$ cat src/rtl/ps2_keyboard_receiver_if.sv
// Decoded-keyboard output bundle shared between the PS/2 receiver and its consumers.
interface ps2_keyboard_receiver_if;
    logic [7:0] oScanCode;
    logic       oValid;
    logic       oBreak;
    logic       oExtended;
    logic       oParityError;
    logic       oFrameError;
    logic       oBusy;

    modport master (
        output oScanCode, oValid, oBreak, oExtended,
        output oParityError, oFrameError, oBusy
    );

    modport slave (
        input oScanCode, oValid, oBreak, oExtended,
        input oParityError, oFrameError, oBusy
    );
endinterface

$ cat src/rtl/ps2_keyboard_receiver.sv
// Host-side PS/2 keyboard receiver: deserialises 11-bit frames, checks framing and
// odd parity, folds E0/F0 prefixes into flags and emits one scancode per key event.
module ps2_keyboard_receiver #(
    parameter int TIMEOUT = 5000,
    parameter int CNT_W   = 13
) (
    input  logic                         Clock,
    input  logic                         Reset,
    input  logic                         iPS2Clk,
    input  logic                         iPS2Data,
    ps2_keyboard_receiver_if.master      kb
);

    typedef enum logic [1:0] {IDLE, RECV, CHECK} state_t;

    state_t           state, state_next;
    logic [1:0]       clk_sync, data_sync;
    logic             clk_prev;
    logic             fe, data_s, timeout;
    logic [9:0]       shift;
    logic [3:0]       bitcnt;
    logic [CNT_W-1:0] wd;
    logic             brk_flag, ext_flag, brk_flag_d, ext_flag_d;
    logic [7:0]       scan_q, scan_d;
    logic             break_q, break_d, ext_q, ext_d;
    logic             valid_q, valid_d, perr_q, perr_d, ferr_q, ferr_d;

    // Synchronisers and edge history start high so leaving reset never looks like an edge.
    always_ff @(posedge Clock) begin
        if (Reset) begin
            clk_sync  <= 2'b11;
            data_sync <= 2'b11;
            clk_prev  <= 1'b1;
        end else begin
            clk_sync  <= {clk_sync[0], iPS2Clk};
            data_sync <= {data_sync[0], iPS2Data};
            clk_prev  <= clk_sync[1];
        end
    end

    assign fe      = clk_prev & ~clk_sync[1];
    assign data_s  = data_sync[1];
    assign timeout = (wd == CNT_W'(TIMEOUT - 1));

    always_ff @(posedge Clock) begin
        if (Reset) state <= IDLE;
        else       state <= state_next;
    end

    always_comb begin
        state_next = state;
        case (state)
            IDLE:  if (fe && !data_s) state_next = RECV;
            RECV: begin
                if (fe && bitcnt == 4'd10) state_next = CHECK;
                else if (!fe && timeout)   state_next = IDLE;
            end
            CHECK: state_next = IDLE;
            default: state_next = IDLE;
        endcase
    end

    // Bits enter at the top so after ten shifts: [7:0] data, [8] parity, [9] stop.
    always_ff @(posedge Clock) begin
        if (Reset) begin
            shift  <= '0;
            bitcnt <= '0;
            wd     <= '0;
        end else begin
            case (state)
                IDLE: begin
                    if (fe && !data_s) begin
                        bitcnt <= 4'd1;
                        wd     <= '0;
                    end
                end
                RECV: begin
                    if (fe) begin
                        shift  <= {data_s, shift[9:1]};
                        bitcnt <= bitcnt + 4'd1;
                        wd     <= '0;
                    end else if (timeout) begin
                        bitcnt <= '0;
                        wd     <= '0;
                    end else begin
                        wd <= wd + 1'b1;
                    end
                end
                CHECK:   bitcnt <= '0;
                default: bitcnt <= '0;
            endcase
        end
    end

    always_comb begin
        scan_d     = scan_q;
        break_d    = break_q;
        ext_d      = ext_q;
        valid_d    = 1'b0;
        perr_d     = 1'b0;
        ferr_d     = 1'b0;
        brk_flag_d = brk_flag;
        ext_flag_d = ext_flag;
        case (state)
            IDLE: if (fe && data_s) ferr_d = 1'b1;
            RECV: if (!fe && timeout) ferr_d = 1'b1;
            CHECK: begin
                if (!shift[9]) begin
                    ferr_d     = 1'b1;
                    brk_flag_d = 1'b0;
                    ext_flag_d = 1'b0;
                end else if (^shift[8:0] != 1'b1) begin
                    perr_d     = 1'b1;
                    brk_flag_d = 1'b0;
                    ext_flag_d = 1'b0;
                end else if (shift[7:0] == 8'hE0) begin
                    ext_flag_d = 1'b1;
                end else if (shift[7:0] == 8'hF0) begin
                    brk_flag_d = 1'b1;
                end else begin
                    scan_d     = shift[7:0];
                    break_d    = brk_flag;
                    ext_d      = ext_flag;
                    valid_d    = 1'b1;
                    brk_flag_d = 1'b0;
                    ext_flag_d = 1'b0;
                end
            end
            default: ;
        endcase
    end

    always_ff @(posedge Clock) begin
        if (Reset) begin
            scan_q   <= '0;
            break_q  <= 1'b0;
            ext_q    <= 1'b0;
            valid_q  <= 1'b0;
            perr_q   <= 1'b0;
            ferr_q   <= 1'b0;
            brk_flag <= 1'b0;
            ext_flag <= 1'b0;
        end else begin
            scan_q   <= scan_d;
            break_q  <= break_d;
            ext_q    <= ext_d;
            valid_q  <= valid_d;
            perr_q   <= perr_d;
            ferr_q   <= ferr_d;
            brk_flag <= brk_flag_d;
            ext_flag <= ext_flag_d;
        end
    end

    assign kb.oScanCode    = scan_q;
    assign kb.oBreak       = break_q;
    assign kb.oExtended    = ext_q;
    assign kb.oValid       = valid_q;
    assign kb.oParityError = perr_q;
    assign kb.oFrameError  = ferr_q;
    assign kb.oBusy        = (state != IDLE);

endmodule

$ cat src/flat_wrapper.sv
// flat-port wrapper written by rule: the top's interface ports become plain ports
module ps2_keyboard_receiver_flat 
#(
    parameter int TIMEOUT = 5000,
    parameter int CNT_W   = 13
)
  (Clock, Reset, iPS2Clk, iPS2Data, kb_oScanCode, kb_oValid, kb_oBreak, kb_oExtended, kb_oParityError, kb_oFrameError, kb_oBusy);
  ps2_keyboard_receiver_if kb_i ();
  input  logic Clock;
  input  logic Reset;
  input  logic iPS2Clk;
  input  logic iPS2Data;
  output wire logic [$bits(kb_i.oScanCode)-1:0] kb_oScanCode;
  output wire logic [$bits(kb_i.oValid)-1:0] kb_oValid;
  output wire logic [$bits(kb_i.oBreak)-1:0] kb_oBreak;
  output wire logic [$bits(kb_i.oExtended)-1:0] kb_oExtended;
  output wire logic [$bits(kb_i.oParityError)-1:0] kb_oParityError;
  output wire logic [$bits(kb_i.oFrameError)-1:0] kb_oFrameError;
  output wire logic [$bits(kb_i.oBusy)-1:0] kb_oBusy;
  assign kb_oScanCode = kb_i.oScanCode;
  assign kb_oValid = kb_i.oValid;
  assign kb_oBreak = kb_i.oBreak;
  assign kb_oExtended = kb_i.oExtended;
  assign kb_oParityError = kb_i.oParityError;
  assign kb_oFrameError = kb_i.oFrameError;
  assign kb_oBusy = kb_i.oBusy;
  ps2_keyboard_receiver #(.TIMEOUT(TIMEOUT), .CNT_W(CNT_W)) u_core (.Clock(Clock), .Reset(Reset), .iPS2Clk(iPS2Clk), .iPS2Data(iPS2Data), .kb(kb_i));
endmodule
$ cat config.mk
export PLATFORM = sky130hd
export DESIGN_NAME = ps2_keyboard_receiver_flat
export DESIGN_NICKNAME = d
export VERILOG_FILES = /design/src/rtl/ps2_keyboard_receiver_if.sv /design/src/rtl/ps2_keyboard_receiver.sv /design/src/flat_wrapper.sv
export SDC_FILE = /design/constraint.sdc
export NUM_CORES = 1
export LEC_CHECK = 0
export CAP_MARGIN = 10
export CORE_UTILIZATION = 35
export CTS_CLUSTER_SIZE = 30
export DETAILED_ROUTE_END_ITERATION = 16
export GPL_TIMING_DRIVEN = 0
export HOLD_SLACK_MARGIN = 0.08
export SETUP_SLACK_MARGIN = 0.15
export SYNTH_ARGS = -nofsm -noshare
export SYNTH_HDL_FRONTEND = slang
export SYNTH_SLANG_ARGS = --single-unit
$ cat constraint.sdc
create_clock -name Clock -period 2 [get_ports Clock]
set_input_delay 0.4 -clock Clock [delete_from_list [all_inputs] [get_ports Clock]]
set_output_delay 0.4 -clock Clock [all_outputs]
set_load 0.03 [all_outputs]
==> impl_metrics.tcl <==
set metrics [dict create \
    utilization_pct 44.0 \
    synth_enable_flop_cells 0 \
    design.core.area_mm2 0.00687 \
    worstSkewPairLatency_ps 300 \
    max_cap_violations 0 \
    worst_r2r_path_depth 7 \
    all_layer_global_routing_usage_pct 16.3 \
    die_area_mm2 0.00754 \
    first_global_vias 1992 \
    fin_crit_sh_pct 93.6 \
    drt_first_pass_iters 4 \
    timing.critical_path.cells "inv_2 -> ha_4 -> xnor3_2 -> xnor2_2 -> o2111a_2 -> buf_12 -> mux2i_1" \
    postRouteWirelength_mm 5.67 \
    place.gp.congestion 0.841 \
    min_delay_worst_endpoint "u_core.data_sync[1]" \
    buffer_ports.inserted 17 \
    total_leakage_power_nw 1.02 \
    grt_pass1_wl_mm 9.58 \
    worstHoldPathCells 1 \
    slew_violations 0 \
    timing.fmax_mhz 534 \
    grt_max_degree 15 \
    use_met3_pct 3.24 \
    synth_ff_type "dfxtp_1" \
    cts_max_level 2 \
    post_synth_inst_count 298 \
    setup-tns-final_ps 0 \
    post_drt_wl_per_cell_um 13.3 \
    critical_path_launch_point_type "flop" \
    worst_pin_slew_ps 637 \
    cpMaxStageDelayCell "xnor3_2" \
    worst-path-buf-inv 2 \
    ant_nets 0 \
    crit_family "XOR/XNOR gates" \
    synth-seq-area-share_pct 39.0 \
    synth_top_cell_by_area "dfxtp_1" \
    remaining_drcs 0 \
    r2r-start "u_core.shift[3]" \
    use_met2_pct 24.1 \
    die_width_um 86.8 \
    drt-vias-per-instance 5.04 \
    antenna_found_initial 0 \
    via_count 2147 \
    hold_path_class "flop to flop" \
    max_fanout_on_critical_path 5 \
    synth_area_leaders "dfxtp_1 39%, nand2b_1 6.7%, nand2_1 5.5%, mux2i_1 5.2%, ha_1 4.0%" \
    antenna_cells 0 \
    cp_slowest_stage_delay_ps 380 \
    critical_path.reg2reg.endpoint "u_core.kb.oScanCode[6]" \
    end_kind "flop" \
    detailedRoute.firstIterationViolations 190 \
    final_hold_viol_count 0 \
    n_fill_cell 683 \
    yosysTopAreaCellShare_pct 39.0 \
    syn_area_per_cell_um2 8.45 \
    initial_standard_cell_utilization_of_the_core_pct 36.6 \
    io_pins 18 \
    layout_min_cycle_time_ps 1870 \
    crit_type "flop to flop" \
    layout-drive-gt1-share_pct 15.5 \
    cts_buffers 5 \
    gr-max-usage-layer "met2" \
    gr-total-overflow 0 \
    synthesis.area_mm2 0.00252 \
    global_route.usage.met1_pct 23.6 \
    synth_fp_nets 310 \
    worstPathArrival_ps 2100 \
    final_net_count 341 \
    synth_async_sr_flop_share_pct 0 \
    clockBufferDepth 2 \
    dp.final_hpwl_mm 4.01 \
    tritoncts "done" \
    syn2layout_area_growth_pct 20.1 \
    rsz0062_at_grt "yes" \
    maxSlewHeadroom_pct 57.4 \
    finalClockSkew_ps 4.30 \
    synth_cell_type_count 48 \
    outcome "completed" \
    setup_violations 0 \
    timing.hold.ws_ps 413 \
    row_count 30 \
    required_ps 2220 \
    cts-hold-fix-buffers 0 \
    ys_ff_latch 49 \
    yosys_warnings 0 \
    vdd_ir_drop_max_mv 0.265 \
    clk_pin_slew_worst_setup_hold_paths_ps 90 \
    cts.root.buffer_cell "clkbuf_8" \
    die_h_um 86.8 \
    rrSetupSlack_ps 130 \
    cts_num_sinks 49 \
    worstHoldStart "u_core.data_sync[0]" \
    powerDensity_mw_per_mm2 544 \
]
-- final cells by class --
cell class	count	area, um^2	area share, %
Sequential cell	49	990	32.7
Multi-Input combinational cell	219	1430	47.3
Timing Repair Buffer	24	239	7.91
Clock buffer	7	76.3	2.52
Inverter	12	45.0	1.49
Tap cell	96	120	3.97
Buffer	18	116	3.85
Clock inverter	1	7.51	0.248
-- Yosys cell counts, types with 8 or more instances --
cell type,instances
mux2i_1,13
nor2_1,18
nand2_1,37
nand3_1,11
nand2b_1,27
inv_1,12
nand4_1,10
a21oi_1,17
dfxtp_1,49
clkbuf_1,8
nor3_1,8
ha_1,8
-- per-stage QoR --
step                      instance area [um^2]  instances  power, mW  setup slack (ps)
after floorplan                           2520        298       1.05               149
after global placement                    2810        411       1.08              -465
after detailed placement                  2810        411       1.08              -419
after CTS                                 2990        425       1.67              91.2
after global routing                      3020        426       1.72              49.4
final                                     3020        426       1.64               128
-- registers in the layout (all words and copies together), names as in the netlist, 2 cells and up --
name,cells
u_core.state,2
u_core.shift,10
u_core.clk_sync,2
u_core.bitcnt,4
u_core.kb.oScanCode,8
u_core.wd,13
u_core.data_sync,2
-- cells in the final DEF (no fill, tap or decap), types with 11 or more instances in the layout --
cell type	n
nand2b_1	27
clkdlybuf4s50_1	16
nand3_1	11
dfxtp_1	42
mux2i_1	13
a21oi_1	16
nor2_1	18
nand2_1	37
-- how the worst max path moves through the flow --
stage	from	to	slack, ps	cells past startpoint
6_report	u_core.shift[3]	u_core.kb.oScanCode[6]	130	7
5_1_grt	u_core.shift[2]	u_core.kb.oExtended	50	7
4_1_cts	u_core.shift[3]	u_core.kb.oScanCode[6]	90	7
3_5_place_dp	Reset	u_core.kb.oFrameError	-420	5
3_3_place_gp	Reset	u_core.kb.oFrameError	-460	5
2_1_floorplan	u_core.shift[1]	u_core.kb.oBreak	150	7
-- timing repair --
action | CTS | global route
cloned | 1 | 0
resized for setup | 13 | 14
setup buffers | 5 | 1
pin swaps | 3 | 0
setup endpoints to repair | 34 | 29
-- report_power, final --
group,internal [mW],switching [mW],total (mW),leakage [nW]
logic,0.0303,0.0418,0.0721,0.580
clock network,0.248,0.339,0.587,0.0385
registers,0.980,0.00467,0.985,0.399
total,1.26,0.385,1.64,1.02
-- cell families after synthesis --
group,count (synthesis),synth area share [%]
and+or+nand+nor,142,29.8
AOI/OAI and AO/OA,53,14.3
DFF,49,39.0
buffers and inverters,30,5.86
muxes,13,5.17
adders and majority gates,8,3.98
xor gates and xnor gates,3,1.94
-- layer usage --
metal	vias up	share of wire, %
met5	-	0
met4	0	1.7
met3	8	3.6
met2	45	43
met1	981	52
li1	1113	-
No activity file was read; power rests on OpenSTA's default activity.
